File: src/rtl/ps2_pkg.sv
`default_nettype none
// ============================================================================
//  Module      : ps2_pkg
//  Description : Shared types and constants for the PS/2 scan-code receiver:
//                frame state encoding, prefix bytes, error flag indices and
//                the layout of the tagged scan-code word.
//  Revision    : 1.0 - initial release
// ============================================================================
package ps2_pkg;

    // Frame deserialiser states (explicit 2-bit encoding)
    typedef enum logic [1:0] {
        IDLE   = 2'd0,
        DATA   = 2'd1,
        PARITY = 2'd2,
        STOP   = 2'd3
    } ps2_state_t;

    // Prefix bytes folded into the tag bits of the following code
    localparam logic [7:0] PS2_EXT = 8'hE0;
    localparam logic [7:0] PS2_BRK = 8'hF0;

    // Bit positions inside err_flags
    localparam int ERR_PARITY  = 0;
    localparam int ERR_FRAME   = 1;
    localparam int ERR_TIMEOUT = 2;
    localparam int ERR_OVF     = 3;
    localparam int ERR_W       = 4;

    // Tagged code word layout
    localparam int CODE_W       = 10;
    localparam int CODE_EXT_BIT = 9;
    localparam int CODE_BRK_BIT = 8;

    // Build a tagged code word from the pending prefix flags and a scan byte
    function automatic logic [CODE_W-1:0] make_code(input logic       ext,
                                                    input logic       brk,
                                                    input logic [7:0] scan);
        logic [CODE_W-1:0] code;
        code               = {2'b00, scan};
        code[CODE_EXT_BIT] = ext;
        code[CODE_BRK_BIT] = brk;
        return code;
    endfunction

endpackage
`default_nettype wire

File: src/rtl/ps2_line_filter.sv
`default_nettype none
// ============================================================================
//  Module      : ps2_line_filter
//  Description : Two-flop synchroniser followed by a run-length deglitcher.
//                The filtered level only changes after FILTER_LEN
//                consecutive synchronised samples disagree with it.
//  Revision    : 1.0 - initial release
// ============================================================================
module ps2_line_filter #(
    parameter int FILTER_LEN = 4
) (
    input  logic CLOCK,
    input  logic rst_n,
    input  logic line_in,
    output logic line_out
);

    localparam int CNT_W = (FILTER_LEN > 2) ? $clog2(FILTER_LEN) : 1;
    localparam logic [CNT_W-1:0] C_CNT_LAST = CNT_W'(FILTER_LEN - 1);

    logic             r_sync1;
    logic             r_sync2;
    logic             r_level;
    logic [CNT_W-1:0] r_run_cnt;

    // Bring the asynchronous pin into the CLOCK domain; idle bus level is 1
    always_ff @(posedge CLOCK or negedge rst_n) begin
        if (!rst_n) begin
            r_sync1 <= 1'b1;
            r_sync2 <= 1'b1;
        end else begin
            r_sync1 <= line_in;
            r_sync2 <= r_sync1;
        end
    end

    // Count disagreeing samples; any agreeing sample restarts the run
    always_ff @(posedge CLOCK or negedge rst_n) begin
        if (!rst_n) begin
            r_level   <= 1'b1;
            r_run_cnt <= '0;
        end else if (r_sync2 == r_level) begin
            r_run_cnt <= '0;
        end else if (r_run_cnt == C_CNT_LAST) begin
            r_level   <= r_sync2;
            r_run_cnt <= '0;
        end else begin
            r_run_cnt <= r_run_cnt + 1'b1;
        end
    end

    assign line_out = r_level;

endmodule
`default_nettype wire

File: src/rtl/ps2_scan_rx.sv
`default_nettype none
// ============================================================================
//  Module      : ps2_scan_rx
//  Description : Oversampled PS/2 keyboard receiver. Filters KBCLK/KBDAT,
//                deframes 11-bit frames, checks parity and stop bit, folds
//                E0/F0 prefixes into tag bits and queues the tagged codes
//                in a valid/ready FIFO. Sticky error flags report parity,
//                framing, timeout and overflow events.
//  Revision    : 1.0 - initial release
// ============================================================================
module ps2_scan_rx
    import ps2_pkg::*;
#(
    parameter int FILTER_LEN  = 4,
    parameter int TIMEOUT_CYC = 100000,
    parameter int FIFO_DEPTH  = 8
) (
    input  logic       CLOCK,
    input  logic       rst_n,
    input  logic       PS2_KBCLK,
    input  logic       PS2_KBDAT,
    output logic [9:0] code_data,
    output logic       code_valid,
    input  logic       code_ready,
    output logic [3:0] err_flags,
    input  logic       err_clr,
    output logic       busy
);

    localparam int TMO_W = $clog2(TIMEOUT_CYC + 1);
    localparam int PTR_W = $clog2(FIFO_DEPTH);
    localparam int CNT_W = PTR_W + 1;
    localparam logic [TMO_W-1:0] C_TMO_LAST = TMO_W'(TIMEOUT_CYC - 1);
    localparam logic [CNT_W-1:0] C_FIFO_FULL = CNT_W'(FIFO_DEPTH);

    // ------------------------------------------------------------------
    // Input conditioning
    // ------------------------------------------------------------------
    logic w_clk_f;
    logic w_dat_f;
    logic r_clk_prev;
    logic w_strobe;

    ps2_line_filter #(.FILTER_LEN(FILTER_LEN)) u_clk_filter (
        .CLOCK    (CLOCK),
        .rst_n    (rst_n),
        .line_in  (PS2_KBCLK),
        .line_out (w_clk_f)
    );

    ps2_line_filter #(.FILTER_LEN(FILTER_LEN)) u_dat_filter (
        .CLOCK    (CLOCK),
        .rst_n    (rst_n),
        .line_in  (PS2_KBDAT),
        .line_out (w_dat_f)
    );

    // Remember the previous filtered clock level for fall detection
    always_ff @(posedge CLOCK or negedge rst_n) begin
        if (!rst_n) r_clk_prev <= 1'b1;
        else        r_clk_prev <= w_clk_f;
    end

    assign w_strobe = r_clk_prev & ~w_clk_f;

    // ------------------------------------------------------------------
    // Frame deserialiser
    // ------------------------------------------------------------------
    ps2_state_t       r_state,  w_state_nxt;
    logic [7:0]       r_shift,  w_shift_nxt;
    logic [2:0]       r_bit_cnt, w_bit_cnt_nxt;
    logic             r_par_bit, w_par_bit_nxt;
    logic [TMO_W-1:0] r_tmo_cnt;
    logic             w_byte_ok;
    logic             w_err_par;
    logic             w_err_frame;
    logic             w_err_tmo;

    // Deserialiser state register
    always_ff @(posedge CLOCK or negedge rst_n) begin
        if (!rst_n) begin
            r_state   <= IDLE;
            r_shift   <= '0;
            r_bit_cnt <= '0;
            r_par_bit <= 1'b0;
        end else begin
            r_state   <= w_state_nxt;
            r_shift   <= w_shift_nxt;
            r_bit_cnt <= w_bit_cnt_nxt;
            r_par_bit <= w_par_bit_nxt;
        end
    end

    // Next-state logic; every transition is gated by the clock strobe
    // except the inter-bit timeout, which can abort any non-idle state
    always_comb begin
        w_state_nxt   = r_state;
        w_shift_nxt   = r_shift;
        w_bit_cnt_nxt = r_bit_cnt;
        w_par_bit_nxt = r_par_bit;
        w_byte_ok     = 1'b0;
        w_err_par     = 1'b0;
        w_err_frame   = 1'b0;
        w_err_tmo     = 1'b0;

        case (r_state)
            IDLE: begin
                if (w_strobe && !w_dat_f) begin
                    w_state_nxt   = DATA;
                    w_bit_cnt_nxt = '0;
                end
            end
            DATA: begin
                if (w_strobe) begin
                    w_shift_nxt   = {w_dat_f, r_shift[7:1]};
                    w_bit_cnt_nxt = r_bit_cnt + 1'b1;
                    if (r_bit_cnt == 3'd7) w_state_nxt = PARITY;
                end
            end
            PARITY: begin
                if (w_strobe) begin
                    w_par_bit_nxt = w_dat_f;
                    w_state_nxt   = STOP;
                end
            end
            STOP: begin
                if (w_strobe) begin
                    w_state_nxt = IDLE;
                    // Odd parity: data ones plus parity bit must be odd
                    w_err_par   = ~(^r_shift ^ r_par_bit);
                    w_err_frame = ~w_dat_f;
                    w_byte_ok   = ~w_err_par & w_dat_f;
                end
            end
            default: w_state_nxt = IDLE;
        endcase

        if ((r_state != IDLE) && !w_strobe && (r_tmo_cnt == C_TMO_LAST)) begin
            w_state_nxt = IDLE;
            w_err_tmo   = 1'b1;
        end
    end

    // Inter-bit watchdog: restarts on each strobe, idle holds it at zero
    always_ff @(posedge CLOCK or negedge rst_n) begin
        if (!rst_n)                          r_tmo_cnt <= '0;
        else if (r_state == IDLE || w_strobe) r_tmo_cnt <= '0;
        else                                 r_tmo_cnt <= r_tmo_cnt + 1'b1;
    end

    assign busy = (r_state != IDLE);

    // ------------------------------------------------------------------
    // Prefix assembler
    // ------------------------------------------------------------------
    logic              r_ext;
    logic              r_brk;
    logic              r_push;
    logic [CODE_W-1:0] r_push_code;

    // Fold E0/F0 into tag flags; a parity or framing error drops them so
    // the next code is untagged, whereas a timeout leaves them pending
    always_ff @(posedge CLOCK or negedge rst_n) begin
        if (!rst_n) begin
            r_ext       <= 1'b0;
            r_brk       <= 1'b0;
            r_push      <= 1'b0;
            r_push_code <= '0;
        end else begin
            r_push <= 1'b0;
            if (w_byte_ok) begin
                if (r_shift == PS2_EXT) begin
                    r_ext <= 1'b1;
                end else if (r_shift == PS2_BRK) begin
                    r_brk <= 1'b1;
                end else begin
                    r_push      <= 1'b1;
                    r_push_code <= make_code(r_ext, r_brk, r_shift);
                    r_ext       <= 1'b0;
                    r_brk       <= 1'b0;
                end
            end else if (w_err_par || w_err_frame) begin
                r_ext <= 1'b0;
                r_brk <= 1'b0;
            end
        end
    end

    // ------------------------------------------------------------------
    // Code FIFO
    // ------------------------------------------------------------------
    logic [CODE_W-1:0] r_mem [FIFO_DEPTH];
    logic [PTR_W-1:0]  r_wr_ptr;
    logic [PTR_W-1:0]  r_rd_ptr;
    logic [CNT_W-1:0]  r_count;
    logic              w_full;
    logic              w_pop;
    logic              w_wr_en;
    logic              w_ovf;

    assign code_valid = (r_count != '0);
    assign w_full     = (r_count == C_FIFO_FULL);
    assign w_pop      = code_valid & code_ready;
    // A pop in the same cycle frees the slot, so full+push+pop still writes
    assign w_wr_en    = r_push & (~w_full | w_pop);
    assign w_ovf      = r_push & w_full & ~w_pop;
    assign code_data  = code_valid ? r_mem[r_rd_ptr] : '0;

    // Storage array; contents are only observable through the valid-gated head
    always_ff @(posedge CLOCK) begin
        if (w_wr_en) r_mem[r_wr_ptr] <= r_push_code;
    end

    // Pointer and occupancy bookkeeping; pointers wrap naturally
    always_ff @(posedge CLOCK or negedge rst_n) begin
        if (!rst_n) begin
            r_wr_ptr <= '0;
            r_rd_ptr <= '0;
            r_count  <= '0;
        end else begin
            if (w_wr_en) r_wr_ptr <= r_wr_ptr + 1'b1;
            if (w_pop)   r_rd_ptr <= r_rd_ptr + 1'b1;
            case ({w_wr_en, w_pop})
                2'b10:   r_count <= r_count + 1'b1;
                2'b01:   r_count <= r_count - 1'b1;
                default: r_count <= r_count;
            endcase
        end
    end

    // ------------------------------------------------------------------
    // Sticky error flags
    // ------------------------------------------------------------------
    logic [ERR_W-1:0] w_new_err;
    logic [ERR_W-1:0] r_err;

    // Gather this cycle's error events into flag positions
    always_comb begin
        w_new_err              = '0;
        w_new_err[ERR_PARITY]  = w_err_par;
        w_new_err[ERR_FRAME]   = w_err_frame;
        w_new_err[ERR_TIMEOUT] = w_err_tmo;
        w_new_err[ERR_OVF]     = w_ovf;
    end

    // Clear has lower priority than a coincident new error
    always_ff @(posedge CLOCK or negedge rst_n) begin
        if (!rst_n) r_err <= '0;
        else        r_err <= (r_err & {ERR_W{~err_clr}}) | w_new_err;
    end

    assign err_flags = r_err;

endmodule
`default_nettype wire

File: config.mk
export PLATFORM = sky130hd
export DESIGN_NAME = ps2_scan_rx
export DESIGN_NICKNAME = d
export VERILOG_FILES = /design/src/rtl/ps2_pkg.sv /design/src/rtl/ps2_line_filter.sv /design/src/rtl/ps2_scan_rx.sv
export SDC_FILE = /design/constraint.sdc
export NUM_CORES = 1
export LEC_CHECK = 0
export CAP_MARGIN = 15
export CORE_ASPECT_RATIO = 0.9
export CORE_MARGIN = 3
export CORE_UTILIZATION = 30
export CTS_CLUSTER_DIAMETER = 200
export DETAILED_ROUTE_END_ITERATION = 10
export GPL_ROUTABILITY_DRIVEN = 1
export GPL_TIMING_DRIVEN = 0
export SETUP_SLACK_MARGIN = 0.5
export SYNTH_ARGS = -nofsm -noshare
export SYNTH_HDL_FRONTEND = slang
export SYNTH_SLANG_ARGS = --single-unit
File: constraint.sdc
create_clock -name CLOCK -period 6.9 [get_ports CLOCK]
set_input_delay 1.035 -clock CLOCK [delete_from_list [all_inputs] [get_ports CLOCK]]
set_output_delay 1.035 -clock CLOCK [all_outputs]
set_load 0.02 [all_outputs]
# --- Word-level counts from Yosys, hierarchy flattened ---
# Memory sizes are Yosys's and may differ from the RTL's.
# Index checks and enable logic that the tools add are counted.
op_classes:
  n_addsub: 8
  n_eq_ne: 23
  mux: 36
  bitwise: 20
  n_reduce_logical: 23
ops:
  columns: ["operator", "n"]
  rows:
  - ["$mux W2", 10]
  - ["$mux W1", 19]
  - ["$ne A3 B3 Y1 const B", 6]
  - ["$add A17 B1 Y17 const B", 1]
  - ["$eq A17 B17 Y1 const B", 1]
  - ["$mux W17", 1]
  - ["$eq A8 B8 Y1 const B", 2]
  - ["$reduce_and A2 Y1", 6]
  - ["$eq A2 B2 Y1 const B", 5]
  - ["$mux W10", 1]
  - ["$not A1 Y1", 10]
  - ["$add A3 B1 Y3 const B", 3]
  - ["$pmux W2 S4", 1]
  - ["$pmux W4 S2", 1]
  - ["$reduce_bool A2 Y1", 4]
  - ["$reduce_xor A8 Y1", 1]
  - ["$and A1 B1 Y1", 6]
  - ["$mux W3", 2]
  - ["$ne A2 B2 Y1 const B", 3]
  - ["$pmux W3 S2", 1]
  - ["$reduce_and A3 Y1", 2]
  - ["$reduce_and A5 Y1", 1]
  - ["$add A2 B1 Y2 const B", 2]
  - ["$add A4 B1 Y4 const B", 1]
  - ["other kinds (14)", 20]
totals:
  register_bits: 69
  mem_bits_rw: 80
  word_cells: 133
  mem_count: 1
mem_list:
  columns: ["memory", "depth", "word_bits", "rd", "rd_clocked_by_memory_dff", "write_ports", "line_no", "rtl"]
  rows:
  - ["r_mem", 8, 10, 1, 0, 1, "ps2_scan_rx.sv:192", "logic [CODE_W-1:0] r_mem [FIFO_DEPTH];"]

# --- Logic depth before layout (Yosys ltp) ---
# Gate-level depths: netlist of run 1.
depth:
  depth_word: 8
  ltp_mapped: 12
  ltp_nobuf: 11

# --- By module ---
# From an unflattened synthesis of run 1, not the netlist that was laid out.
unflattened:
  hier_cells: 430
  area_unflattened_um2: 6283.5
by_module_without_submodules:
  columns: ["mod", "instances", "cells_each", "area_each_um2", "seq_area_each_um2"]
  rows:
  - ["ps2_scan_rx", 1, 410, 5928.2, 3880.0]
  - ["ps2_line_filter", 2, 10, 177.7, 128.9]

# --- Least setup slack after synthesis of run 1 ---
# No wires, ideal clock.
synth_path:
  kind: "input -> register"
  start: "in code_ready"
  end: "reg r_count[2]"
  setup_time_ns: 0.126
  arrival_time_ns: 2.454
  required_ns: 6.774
  slack_ns: 4.319
  cell_stages: 10
  path_buffers: 0
  cell_sequence: "nand3b_1 -> and2_1 -> inv_1 -> ha_1 -> xor2_1 -> ha_1 -> a21oi_1 -> xor2_1 -> nor2_1 -> xor2_1"
synth_between:
  elab_chain_cells: 5
synth_rtl:
  columns: ["item", "line_no", "rtl"]
  rows:
  - ["from (decl)", "ps2_scan_rx.sv:24", "input logic code_ready,"]
  - ["$and A1 B1 Y1 (*)", "ps2_scan_rx.sv:203", "assign w_pop = code_valid & code_ready;"]
  - ["$or A1 B1 Y1", "ps2_scan_rx.sv:205", "assign w_wr_en = r_push & (~w_full | w_pop);"]
  - ["$and A1 B1 Y1", "ps2_scan_rx.sv:205", null]
  - ["$eq A2 B1 Y1 or $eq A2 B2 Y1 (tied branches)", "ps2_scan_rx.sv:223", "case ({w_wr_en, w_pop})"]
  - ["$pmux W4 S2 or $reduce_bool A2 Y1 (tied branches)", null, null]
  - ["to (signal assigned)", "ps2_scan_rx.sv:224", "2'b10: r_count <= r_count + 1'b1;"]
  - ["to (signal assigned)", "ps2_scan_rx.sv:225", "2'b01: r_count <= r_count - 1'b1;"]
  - ["to (signal assigned)", "ps2_scan_rx.sv:226", "default: r_count <= r_count;"]
  - ["to (decl)", "ps2_scan_rx.sv:195", "logic [CNT_W-1:0] r_count;"]
# Every way passes the cells marked *; elsewhere a longest branch is shown, timed or not.
# A chain may end at the register's enable or synchronous reset.

# --- Final worst setup path of run 1 ---
layout_path:
  start: "reg r_count[1]"
  end: "out code_data[4]"
layout_between:
  elab_chain_cells: 2
layout_rtl:
  columns: ["item", "line_no", "rtl"]
  rows:
  - ["$reduce_bool A4 Y1", "ps2_scan_rx.sv:201", "assign code_valid = (r_count != '0);"]
  - ["$mux W10", "ps2_scan_rx.sv:207", "assign code_data = code_valid ? r_mem[r_rd_ptr] : '0;"]
  - ["to (decl)", "ps2_scan_rx.sv:22", "output logic [9:0] code_data,"]
# Every way passes these cells.

==> impl_metrics.yaml, run 1 <==
status:
  status: "finished, final reports clean"
grt:
  grt_overflow: 0
  grt_usage_pct: 10.65
  grt_pass1_wl_um: 18770
  grt_max_degree: 70
  antenna_found_initial: 0
  grt_pass1_vias: 3583
synth:
  ys_types: 43
  syn_area_um2: 6285
  synthCells: 425
  yosysSeqAreaShare_pct: 65.84
  syn_avg_cell_area_um2: 14.79
  synth_seq_cells: 149
  synth_ff_type: "edfxtp_1"
  async_flop_share_pct: 46.31
  syn_nets: 451
  yosysWarningCount: 0
  synth_edf_count: 80
sta:
  finalSetupViolations: 0
  slew_violations: 0
  fin_crit_ns: 3.826
  setup_tns_ns: 0
  skew_ns: 0.007022
  grt_setup_unrepaired: "no"
  maxSlewHeadroom_pct: 30.31
  worstMarginPinSlew_ns: 1.041
  hold_viol: 0
  fmax_ghz: 0.2614
  fin_crit_sh_pct: 55.45
place:
  placedInstanceArea_um2: 6853
  gp_congestion: 0.7368
  post-dp-hpwl_um: 7439
  place_inst: 726
  io_buffer_count: 21
routing:
  first_iter_violations: 221
  ant_nets: 0
  vias_per_cell: 4.511
  vias: 3419
  dr.pass1.iters: 4
  drt_wl_total_um: 11170
  drc_errors: 0
  drt-wirelength-per-cell_um: 14.73
critical_path:
  cp.required_ns: 5.86
  cpLargestDelayFamily: "buffers and inverters"
  cp_common_cell: "clkbuf_1"
  critPathLaunchType: "flop"
  worst-path-buf-inv: 3
  cp_slowest_stage_delay_ns: 0.74
  worst-path-max-fanout: 10
  cpMaxStageDelayCell: "nor4_1"
  worstSetupPathType: "flop to output port"
  arrival_ns: 2.79
  end_kind: "output port"
  path_cells: "clkbuf_1, nor4_1, clkbuf_1, nor2_1, clkdlybuf4s50_1"
die:
  dieArea_um2: 22720
  io_pins: 22
  rows: 49
  die_w_um: 158.6
  core_um2: 20290
  die_y_um: 143.3
  start_util_pct: 30.97
clock_network:
  cts-buffers-inserted: 17
  clkLatencyLatePin_ns: 0.42
  cts_sinks: 149
  postCtsSetupBuffers: 0
  clockRootBuffer: "clkbuf_16"
  hold_buffers: 0
  clock_path_buffers: 2
  cts_resized: 0
  htree_levels: 4
  cts_tree: "done"
  path_clk_slew_ns: 0.06
finish:
  antenna_cells: 0
  fin_area_um2: 7456
  post-route-util_pct: 36.74
  n_fill_cell: 1912
  fin_nets: 491
  area_growth_syn_to_layout_pct: 18.63
  final_cells: 758
  layout-drive-gt1-share_pct: 17.15
pwr:
  vdd_drop_max_uv: 157.6
  leakage_nw: 2.859
  power_mw: 2.861
  pwr-share-comb_pct: 27.9
  power-per-cell-area_nw_per_um2: 383.7
  clkPwrFrac_pct: 33.1
  switching_share_pct: 30.87
  p_int_mw: 1.977
  p_switching_mw: 0.8832
  pwr-share-seq_pct: 39.0
job:
  drv_cap: 0
min_path:
  worst_hold_path_type: "flop to flop"
## Yosys cell counts (10+ instances only)
master	count	area [µm²]
dfrtp_1	62	1551
nand3_1	11	55.05
xor2_1	13	113.9
mux2i_1	10	100.1
inv_1	18	67.56
nor2_1	32	120.1
nand2_1	25	93.84
o21ai_0	18	90.09
mux4_2	20	450.4
ha_1	20	250.2
xnor2_1	11	96.34
mux2_2	16	180.2
edfxtp_1	80	2402
## registers in the layout (all words and copies together) (netlist names), 2 cells and up
name / cells
err_flags: 4
r_bit_cnt: 3
r_count: 4
r_mem: 80
r_push_code: 10
r_rd_ptr: 3
r_shift: 8
r_state: 2
r_tmo_cnt: 17
r_wr_ptr: 3
u_clk_filter.r_run_cnt: 2
u_dat_filter.r_run_cnt: 2
## routing by layer
metal,up-vias,track usage [%],part of all wire (%)
met3,12,3.011,3.3
met5,-,0,0
met1,1729,13.55,46
met2,43,17.59,50
met4,0,3.531,1.3
li1,1635,-,-
## metrics by stage
stage / setup WS, ns / hold WS (ns)
finish: 3.074 / 0.3545
global route: 2.868 / 0.3593
CTS: 3.010 / 0.3558
detailed placement: 3.476 / 0.3475
global placement: 2.457 / 0.3473
floorplan: 4.319 / 0.3452
## kinds of logic after synthesis
logic type / share of synthesized area, %
multiplexers: 11.63
buffers and inverters: 1.951
XOR/XNOR: 3.703
AND/OR/NAND/NOR: 9.337
flip-flops: 65.84
AO/OA/AOI/OAI: 3.564
adder cells (fa/ha/maj): 3.982
## power groups by stage
| stage | registers (mW) | clock network [mW] | logic (mW) |
|---|---|---|---|
| finish | 1.12 | 0.947 | 0.799 |
| global route | 1.13 | 1.01 | 0.896 |
| CTS | 1.12 | 0.968 | 0.819 |
| detailed placement | 1.13 | 0 | 0.816 |
| global placement | 1.13 | 0 | 0.792 |
| floorplan | 1.11 | 0 | 0.569 |
## area by class of cell
class,instances,area [µm²],share of cell area (%)
buffer,12,55.05,0.7384
clock buffer,19,432.9,5.806
clock inverter,13,170.2,2.282
inverter,18,67.56,0.9062
multi-input combinational,246,2034,27.29
sequential,149,4138,55.50
tap,280,350.3,4.699
timing repair buffer,21,207.7,2.786
## worst paths after layout
| check | start | to | slack (ns) | cells after the start |
|---|---|---|---|---|
| min in group asynchronous | rst_n | u_dat_filter.r_run_cnt[1]$_DFF_PN0_ | 0.74 | 1 |
| min | u_clk_filter.r_sync1$_DFF_PN1_ | u_clk_filter.r_sync2$_DFF_PN1_ | 0.35 | 0 |
| min reg2reg | u_clk_filter.r_sync1$_DFF_PN1_ | u_clk_filter.r_sync2$_DFF_PN1_ | 0.35 | 0 |
| max | r_count[1]$_DFFE_PN0P_ | code_data[4] | 3.07 | 5 |
| max reg2reg | r_count[1]$_DFFE_PN0P_ | r_count[2]$_DFFE_PN0P_ | 4.02 | 10 |
| max in group asynchronous | rst_n | r_shift[1]$_DFFE_PN0P_ | 5.60 | 1 |
## cells in the final DEF, fill, tap and decap left out, drive strengths merged, types with 4 or more instances in the layout
| cell type | netlist | layout |
|---|---|---|
| edfxtp | 80 | 80 |
| dfrtp | 62 | 62 |
| nor2 | 32 | 32 |
| clkbuf | 9 | 28 |
| nand2 | 25 | 25 |
| inv | 18 | 23 |
| mux4 | 20 | 20 |
| ha | 20 | 20 |
| clkdlybuf4s50 | 0 | 20 |
| o21ai | 18 | 18 |
| mux2 | 16 | 16 |
| xor2 | 13 | 13 |
| nand3 | 11 | 11 |
| xnor2 | 11 | 11 |
| mux2i | 10 | 10 |
| nor3 | 9 | 9 |
| a21oi | 8 | 8 |
| nand2b | 8 | 8 |
| dfstp | 7 | 7 |
| and3 | 7 | 7 |
| nor2b | 5 | 5 |
| and2 | 4 | 4 |
| buf | 3 | 4 |
Power figures use the tool's default switching activity.
==> run 2: changes to the inputs <==
==> constraint.sdc (replaced) <==
create_clock -name CLOCK -period 3.3 [get_ports CLOCK]
set_input_delay 0.495 -clock CLOCK [delete_from_list [all_inputs] [get_ports CLOCK]]
set_output_delay 0.495 -clock CLOCK [all_outputs]
set_load 0.02 [all_outputs]
==> run 2 against run 1 <==
Against the previous run: clock power increased by 110%; routed wire length up 0.79%; sequential cell count unchanged; register-to-register slack lost 3.2 ns; non-clock buffer count is 1 higher; sequential share of layout area decreased by 0.27 points; clock skew barely moved; setup slack got worse by 2.4 ns; die area unchanged; power up 110%; critical endpoint is now code_valid.
==> impl_metrics.yaml, run 2 (synthesized netlist as in run 1, its figures left out) <==
sta:
  fin_ws_ns: 0.6468
  grt_setup_unrepaired: "no"
  fin_crit_ns: 2.653
  fin_crit_sh_pct: 80.40
  worstMarginPinSlew_ns: 1.029
  skew_ns: 0.007042
  hold_viol: 0
  fmax_ghz: 0.3769
  maxSlewHeadroom_pct: 31.17
  slew_violations: 0
  finalSetupViolations: 0
die:
  die_w_um: 158.6
  start_util_pct: 30.97
  core_um2: 20290
  rows: 49
  die_y_um: 143.3
  dieArea_um2: 22720
  io_pins: 22
critical_path:
  critPathLaunchType: "flop"
  cpMaxStageDelayCell: "clkdlybuf4s50_1"
  arrival_ns: 2.16
  worstSetupPathType: "flop to output port"
  path_cells: "nor4_4, buf_4, inv_1, clkdlybuf4s50_1"
  end_kind: "output port"
  worst-path-buf-inv: 3
  cp.required_ns: 2.80
  cp_slowest_stage_delay_ns: 0.52
  cpLargestDelayFamily: "buffers and inverters"
  worst-path-max-fanout: 10
job:
  drv_cap: 0
grt:
  grt_usage_pct: 10.72
  grt_pass1_wl_um: 18890
  grt_max_degree: 70
  antenna_found_initial: 0
  grt_pass1_vias: 3605
  grt_overflow: 0
finish:
  layout-drive-gt1-share_pct: 18.58
  n_fill_cell: 1903
  final_cells: 759
  post-route-util_pct: 36.93
  layout_common_cells: "80 x edfxtp_1, 61 x dfrtp_1, 32 x nor2_1"
  fin_area_um2: 7495
  largest_reg_flops: 80
  final_common_cell: "edfxtp_1"
  fin_nets: 492
  top_register: "r_mem"
  largest_registers: "r_mem x80, r_tmo_cnt x17, r_push_code x10"
  antenna_cells: 0
  area_growth_syn_to_layout_pct: 19.25
clock_network:
  cts_tree: "done"
  clock_path_buffers: 2
  htree_levels: 4
  cts_sinks: 149
  path_clk_slew_ns: 0.06
  clkLatencyLatePin_ns: 0.42
  clockRootBuffer: "clkbuf_16"
  cts-buffers-inserted: 17
  hold_buffers: 0
status:
  status: "finished, final reports clean"
routing:
  drt-wirelength-per-cell_um: 14.83
  drc_errors: 0
  vias: 3429
  vias_per_cell: 4.518
  ant_nets: 0
  dr.pass1.iters: 4
  first_iter_violations: 217
  drt_wl_total_um: 11260
place:
  place_worst_setup_slack_ns: 0.4016
  gp_congestion: 0.7368
  io_buffer_count: 21
  placedInstanceArea_um2: 6853
  post-dp-hpwl_um: 7439
  place_inst: 726
min_path:
  worst_hold_path_type: "input pin to asynchronous set/reset pin"
pwr:
  vdd_drop_max_uv: 329.5
  leakage_nw: 2.917
  power_mw: 5.985
  power-per-cell-area_nw_per_um2: 798.6
==> run 2: worst paths after layout <==
| path | startpoint | end | slack [ns] | depth (start not counted) |
|---|---|---|---|---|
| worst max-delay path | r_count[0]$_DFFE_PN0P_ | code_valid | 0.65 | 4 |
| worst min-delay path | rst_n | u_dat_filter.r_run_cnt[1]$_DFF_PN0_ | 0.20 | 1 |
| worst max register to register | r_count[1]$_DFFE_PN0P_ | r_count[2]$_DFFE_PN0P_ | 0.80 | 12 |
| worst min register to register | u_clk_filter.r_sync1$_DFF_PN1_ | u_clk_filter.r_sync2$_DFF_PN1_ | 0.35 | 0 |
| max in group asynchronous | rst_n | r_rd_ptr[0]$_DFFE_PN0P_ | 2.48 | 1 |
| min in group CLOCK | u_clk_filter.r_sync1$_DFF_PN1_ | u_clk_filter.r_sync2$_DFF_PN1_ | 0.35 | 0 |
==> run 2: cell type report <==
type                    count  area (µm²)  area share [%]
clock inverters            13       170.2           2.270
plain buffers              12       78.83           1.052
repair buffers             22       206.4           2.755
inverters                  18       67.56          0.9015
flip-flops and latches    149        4139           55.23
clock buffers              19       432.9           5.776
multi-input cells         246        2049           27.35
well taps                 280       350.3           4.674
==> run 2: repair_timing <==
action,in CTS,in global routing
endpoints found under the setup margin,12,2
hold endpoints to repair,0,0
setup buffers,0,1
gates cloned,0,0
resized for setup,22,2
pin swaps,1,1
==> run 2: power breakdown <==
group	switching [mW]	internal [mW]	leakage (nW)	total [mW]
registers	0.184	2.17	1.67	2.35
clock network	0.780	1.20	0.285	1.98
logic	0.902	0.752	0.964	1.65
total	1.87	4.12	2.92	5.99
==> run 2: metal layers <==
metal	GRT usage, %	share of wire [%]
met1	13.57	46
met2	17.79	49
met5	0	0
met4	3.531	1.3
met3	3.011	3.5
==> run 2: per-stage QoR <==
step	hold WS [ns]	TNS [ns]
6_report	0.2011	0
4_1_cts	0.2400	0
3_3_place_gp	0.3473	-37.09
2_1_floorplan	0.1994	0
3_5_place_dp	0.3475	0
5_1_grt	0.2777	0
==> patch 1, RTL diff (flow settings as in run 2) <==
Register the output `err_flags` once more, without a reset; this adds one clock of latency there. The other outputs are not delayed to match.
--- a/src/rtl/ps2_scan_rx.sv
+++ b/src/rtl/ps2_scan_rx.sv
@@ -250,5 +250,7 @@
     end
 
-    assign err_flags = r_err;
+    always_ff @(posedge CLOCK) begin
+        err_flags <= r_err;
+    end
 
 endmodule
Function: same outputs for any inputs over 10 cycles, from zero or initial values and one cycle with rst_n low; that may be too few to reach the edited logic, so the function may still have changed.
==> patch 1 against run 2 <==
Non-clock buffer count increased by 1. Combinational power increased by 4%. Power increased by 1.3%. Largest cell class unchanged. Cell count increased by 1.3%. Sequential cell count increased by 4. Clock skew increased by 0.0037 ns. Cell area increased by 1.6%. Highest routed layer unchanged. Setup slack got worse by 0.0084 ns. Synthesized cell count increased by 0.71%. Utilization decreased by 0.39 points. Area after synthesis increased by 1.7%. Critical path depth increased by 1. Routed wire length increased by 4.3%. Global-route usage increased by 0.20 points. Critical path type unchanged.
==> patch 1: results (changes against run 2) <==
* Run status: completed (unchanged)
* Number of diodes at 0 (unchanged)
* Routability congestion estimate from global placement at 0.704 (was 0.737)
* Root buffer selected by CTS: sky130_fd_sc_hd__clkbuf_16 (unchanged)
* Clk pin slew, worst setup/hold paths at 0.07 ns
* Async set-or-reset flop fraction in the synthesized netlist at 45.1% (was 46.3%)
* Least-Margin Pin Slew at 1.13 ns (was 1.03 ns)
* ANT nets after route at 0 (unchanged)
* Number of inserted filler cells in the final layout at 1,973 (was 1,903)
* Dpl hpwl at 7.79 mm (was 7.44 mm)
* Part of the Yosys area used for sequential elements at 66.0% (was 65.8%)
* Number of synthesis warnings at 0 (unchanged)
* Post-Synthesis Net Count at 454 (was 451)
* Final Total Pwr at 6.06 mW (was 5.99 mW)
* Number of global-route vias before repair at 3,690 (was 3,605)
* Worst stage delay on the critical path at 0.52 ns (about the same)
* Clock network power consumption at 1.90 mW (was 1.98 mW)
* Port Buffer Count at 21 (unchanged)
* Wire length after detailed routing at 11.7 mm (was 11.3 mm)
* Worst min path class: in -> async (unchanged)
* Leading register cell type out of synthesis: sky130_fd_sc_hd__edfxtp_1 (unchanged)
* Library cells used by synthesis at 47 (was 43)
* CTS H-Tree Depth at 4 (unchanged)
* Largest registers in the final layout: r_mem: 80 flops, r_tmo_cnt: 17 flops, r_push_code: 10 flops (unchanged)
* Peak supply drop at 0.368 mV (was 0.330 mV)
* Number of detailed-routing iterations run before antenna repair at 4 (unchanged)
* P_comb at 1.72 mW (was 1.65 mW)
* Count of vias placed by the detailed router at 3,526 (was 3,429)
* Worst Path Max Fanout at 10 (unchanged)
* Switching power share of the total at 33.3% (was 31.2%)
* Standby leakage power at 2.99 nW (was 2.92 nW)
* Number of DRC markers in iteration 0 at 221 (was 217)
* Arrival time worst endpoint at 2.17 ns
* Maximum buffer depth of the clock tree at 2 (unchanged)
* Number of nets in the finished design at 496 (was 492)
* Global-route wire length before repair at 19.2 mm (was 18.9 mm)
* Slowest stage cell, crit path: sky130_fd_sc_hd__mux4_2 (was sky130_fd_sc_hd__clkdlybuf4s50_1)
* Num CTS Buffers at 17 (unchanged)
* Clock latency at the later pin of the worst-skew pair at 0.43 ns
* Dominant cells by area after synthesis: sky130_fd_sc_hd__edfxtp_1, sky130_fd_sc_hd__dfrtp_1, sky130_fd_sc_hd__mux4_2, sky130_fd_sc_hd__ha_1, sky130_fd_sc_hd__dfstp_2 (unchanged)
* Maximum number of pins on one net before global-route repair at 70 (unchanged)
* Antenna violations before repair at 0 (unchanged)
* Clock Skews at 0.0107 ns (was 0.00704 ns)
* Fraction of layout cells with a size suffix above 1 at 17.4% (was 18.6%)
* Global-route total usage across every layer at 10.9% (was 10.7%)
* Commonest cells post-synth: sky130_fd_sc_hd__edfxtp_1, sky130_fd_sc_hd__dfrtp_1, sky130_fd_sc_hd__nor2_1 (unchanged)
* Post-synth EDFFs at 80 (unchanged)
==> patch 1: changes by cell type in the layout (fill, tap and decap cells not counted), moves of 3 or more <==
cell	change
sky130_fd_sc_hd__mux2_1	+11
sky130_fd_sc_hd__mux2_2	-11
sky130_fd_sc_hd__o21ai_0	-7
sky130_fd_sc_hd__a21oi_1	-5
sky130_fd_sc_hd__inv_8	+5
sky130_fd_sc_hd__nor2_1	+5
sky130_fd_sc_hd__dfxtp_1	+4
sky130_fd_sc_hd__bufinv_16	-3
sky130_fd_sc_hd__clkinv_8	+3
==> patch 1: worst max-delay path, delay by kind of cell, from the launching register on <==
kind	cells	cell delay [ns]
buffers and inverters	2	0.52
flip-flops	1	0.44
AND/OR/NAND/NOR	1	0.07
multiplexers	2	0.72
==> patch 1: timing repair <==
action | in CTS | in global routing
pin swaps | 0 | 1
resized for setup | 23 | 2
buffers inserted | 0 | 0
setup endpoints to repair | 11 | 2
==> patch 1: layout make-up <==
class / instances / share of cell area (%)
Clock buffer: 17 / 5.59
Timing Repair Buffer: 23 / 2.91
Multi-Input combinational cell: 246 / 27.3
Inverter: 17 / 0.838
Buffer: 12 / 1.04
Tap cell: 286 / 4.70
Sequential cell: 153 / 55.4
Clock inverter: 15 / 2.17
==> patch 1: metal layers <==
metal  global-route usage, %  wire length (um)  part of all wire [%]  vias up
met5                       0                 0                     0        -
met1                    13.1              5130                    44     1791
met2                    18.8              5930                    51       62
li1                        -                 -                     -     1656
met4                    3.97               165                   1.4        0
met3                    3.32               519                   4.4       17
==> patch 1: path summary, 6_finish.rpt <==
path,from,endpoint,slack [ns],depth (start not counted)
max in group asynchronous,rst_n,r_rd_ptr[0],2.49,1
min in group CLOCK,u_dat_filter.r_sync1,u_dat_filter.r_sync2,0.36,0
min,rst_n,u_dat_filter.r_run_cnt[0],0.19,1
max reg2reg,r_count[1],r_mem[3][0],0.74,6
min reg2reg,u_dat_filter.r_sync1,u_dat_filter.r_sync2,0.36,0
max,r_rd_ptr[0],code_data[6],0.64,5
==> patch 1: cells by family after synthesis <==
group	after synthesis	share of synthesized area, %
multiplexers	46	11.4
AO/OA/AOI/OAI	31	3.27
AND/OR/NAND/NOR	122	9.65
flip-flops	153	66.0
XOR/XNOR	27	3.92
adder cells (fa/ha/maj)	20	3.92
buffers and inverters	29	1.80
==> patch 1: through the flow <==
stage | worst slack (ns) | cell area (um^2) | setup TNS, ns | instances
finish | 0.638 | 7610 | 0 | 769
global route | 0.523 | 7610 | 0 | 769
floorplan | 1.03 | 6390 | 0 | 428
CTS | 0.452 | 7610 | 0 | 769
detailed placement | 0.438 | 6990 | 0 | 737
global placement | -0.552 | 6960 | -34.97 | 735
==> patch 2, RTL diff (config.mk and constraints of run 2) <==
Made on the original files. `FILTER_LEN` is set to 4 in 2 places; all go to 2.
--- a/src/rtl/ps2_line_filter.sv
+++ b/src/rtl/ps2_line_filter.sv
@@ -8,5 +8,5 @@
 // ============================================================================
 module ps2_line_filter #(
-    parameter int FILTER_LEN = 4
+    parameter int FILTER_LEN = 2
 ) (
     input  logic CLOCK,
--- a/src/rtl/ps2_scan_rx.sv
+++ b/src/rtl/ps2_scan_rx.sv
@@ -12,5 +12,5 @@
     import ps2_pkg::*;
 #(
-    parameter int FILTER_LEN  = 4,
+    parameter int FILTER_LEN  = 2,
     parameter int TIMEOUT_CYC = 100000,
     parameter int FIFO_DEPTH  = 8
Check against the original RTL: not equivalent (Yosys sat finds a counterexample within 10 cycles, from zero or initial values and one cycle with rst_n low).
==> patch 2 against run 2 <==
Power fell by 1.7%. Sequential cell count fell by 2. Count of clock-buffer cells in the layout rose by 1. Maximum frequency fell by 0.83%. Setup slack got worse by 0.022 ns. Via count fell by 1.1%. Global-route usage rose by 0.24 points. Cell area fell by 2.6%. Area after synthesis fell by 1.4%. Routed wire length fell by 1.5%. Critical path type unchanged. Critical endpoint unchanged.
==> patch 2: results (changes against run 2) <==
* Dominant cells by area after synthesis: sky130_fd_sc_hd__edfxtp_1, sky130_fd_sc_hd__dfrtp_1, sky130_fd_sc_hd__mux4_2, sky130_fd_sc_hd__ha_1, sky130_fd_sc_hd__dfstp_2 (unchanged)
* Maximum number of pins on one net before global-route repair at 68 (was 70)
* Number of global-route vias before repair at 3,610 (was 3,605)
* Number of nets in the finished design at 484 (was 492)
* Standby leakage power at 2.86 nW (was 2.92 nW)
* WL met3 at 371 um (was 398 um)
* Number of detailed-routing iterations run before antenna repair at 4 (unchanged)
* Clock share of power at 29.5% (was 33.1%)
* Async set-or-reset flop fraction in the synthesized netlist at 45.6% (was 46.3%)
* Count of vias placed by the detailed router at 3,391 (was 3,429)
* Commonest cells post-synth: sky130_fd_sc_hd__edfxtp_1, sky130_fd_sc_hd__dfrtp_1, sky130_fd_sc_hd__nor2_1 (unchanged)
* Final Total Pwr at 5.88 mW (was 5.99 mW)
* Peak supply drop at 0.364 mV (was 0.330 mV)
* Mean instance size in the synthesized netlist at 14.7 um^2 (was 14.8 um^2)
* Final std cells w/o fill at 728 (was 759)
* Routing usage on met1 at 14.3% (was 13.6%)
* Logic depth of the worst register-to-register path at 12 (unchanged)
* Met2 usage at 17.2% (was 17.8%)
* Detailed-route wire length per cell at 15.2 um (was 14.8 um)
* Routability congestion estimate from global placement at 0.687 (was 0.737)
* WL met2 at 5.34 mm (was 5.54 mm)
* Clock Skews at 0.00801 ns (was 0.00704 ns)
* Part of the Yosys area used for sequential elements at 66.0% (was 65.8%)
* Run status: completed (unchanged)
* Post-Synthesis Net Count at 444 (was 451)
* CORE AREA at 0.0201 mm^2 (was 0.0203 mm^2)
* NetSw at 1.94 mW (was 1.87 mW)
* Least-Margin Pin Slew at 1.04 ns (was 1.03 ns)
* Cell Count Post-Placement at 696 (was 726)
* Fraction of layout cells with a size suffix above 1 at 18.6% (about the same)
* Top cell type's share of synthesized area at 38.8% (was 38.2%)
* Arrival time worst endpoint at 2.18 ns (was 2.16 ns)
* Global-route total usage across every layer at 11.0% (was 10.7%)
* Dpl hpwl at 7.37 mm (was 7.44 mm)
* Library cells used by synthesis at 41 (was 43)
* Global-route wire length before repair at 18.8 mm (was 18.9 mm)
* Combinational power share at 30.0% (was 27.6%)
* Number of inserted filler cells in the final layout at 1,914 (was 1,903)
## patch 2: cell type report
class                   count  share of cell area [%]
plain buffers              12                    1.05
clock buffers              20                    5.98
clock inverters            12                    1.39
inverters                  19                   0.977
multi-input cells         242                    27.5
flip-flops and latches    147                    56.0
well taps                 255                    4.37
repair buffers             21                    2.73
## patch 2: path summary, 6_finish.rpt
check / startpoint / endpoint / slack, ns
worst max-delay path: r_count[0] / code_valid / 0.62
max in group asynchronous: rst_n / r_rd_ptr[0] / 2.52
worst min-delay path: rst_n / r_tmo_cnt[12] / 0.18
worst max register to register: r_count[1] / r_count[2] / 0.81
worst min register to register: u_dat_filter.r_sync1 / u_dat_filter.r_sync2 / 0.36
min in group CLOCK: u_dat_filter.r_sync1 / u_dat_filter.r_sync2 / 0.36
## patch 2: repair_timing
action                                  in CTS  in global routing
resized for setup                           21                  1
endpoints found under the setup margin      11                  2
endpoints found under the hold margin        0                  0
pin swaps                                    0                  1
## patch 2: cells by family after synthesis
group                      synth area share [%]
AOI/OAI and AO/OA                          3.49
xor gates and xnor gates                   3.76
adders and majority gates                  3.64
buffers and inverters                      2.06
DFF                                        66.0
muxes                                      11.8
and+or+nand+nor                            9.27
## patch 2: through the flow
stage,cell area [um^2],worst slack (ns)
floorplan,6190,1.03
detailed placement,6730,0.493
CTS,7290,0.437
global placement,6720,-0.460
finish,7300,0.625
global route,7300,0.506
## patch 2: critical path, stage by stage (launching register included)
cell	delay, ns
sky130_fd_sc_hd__dfrtp_1	0.47
sky130_fd_sc_hd__nor4_4	0.42
sky130_fd_sc_hd__clkbuf_4	0.29
sky130_fd_sc_hd__inv_1	0.05
sky130_fd_sc_hd__clkdlybuf4s50_1	0.53
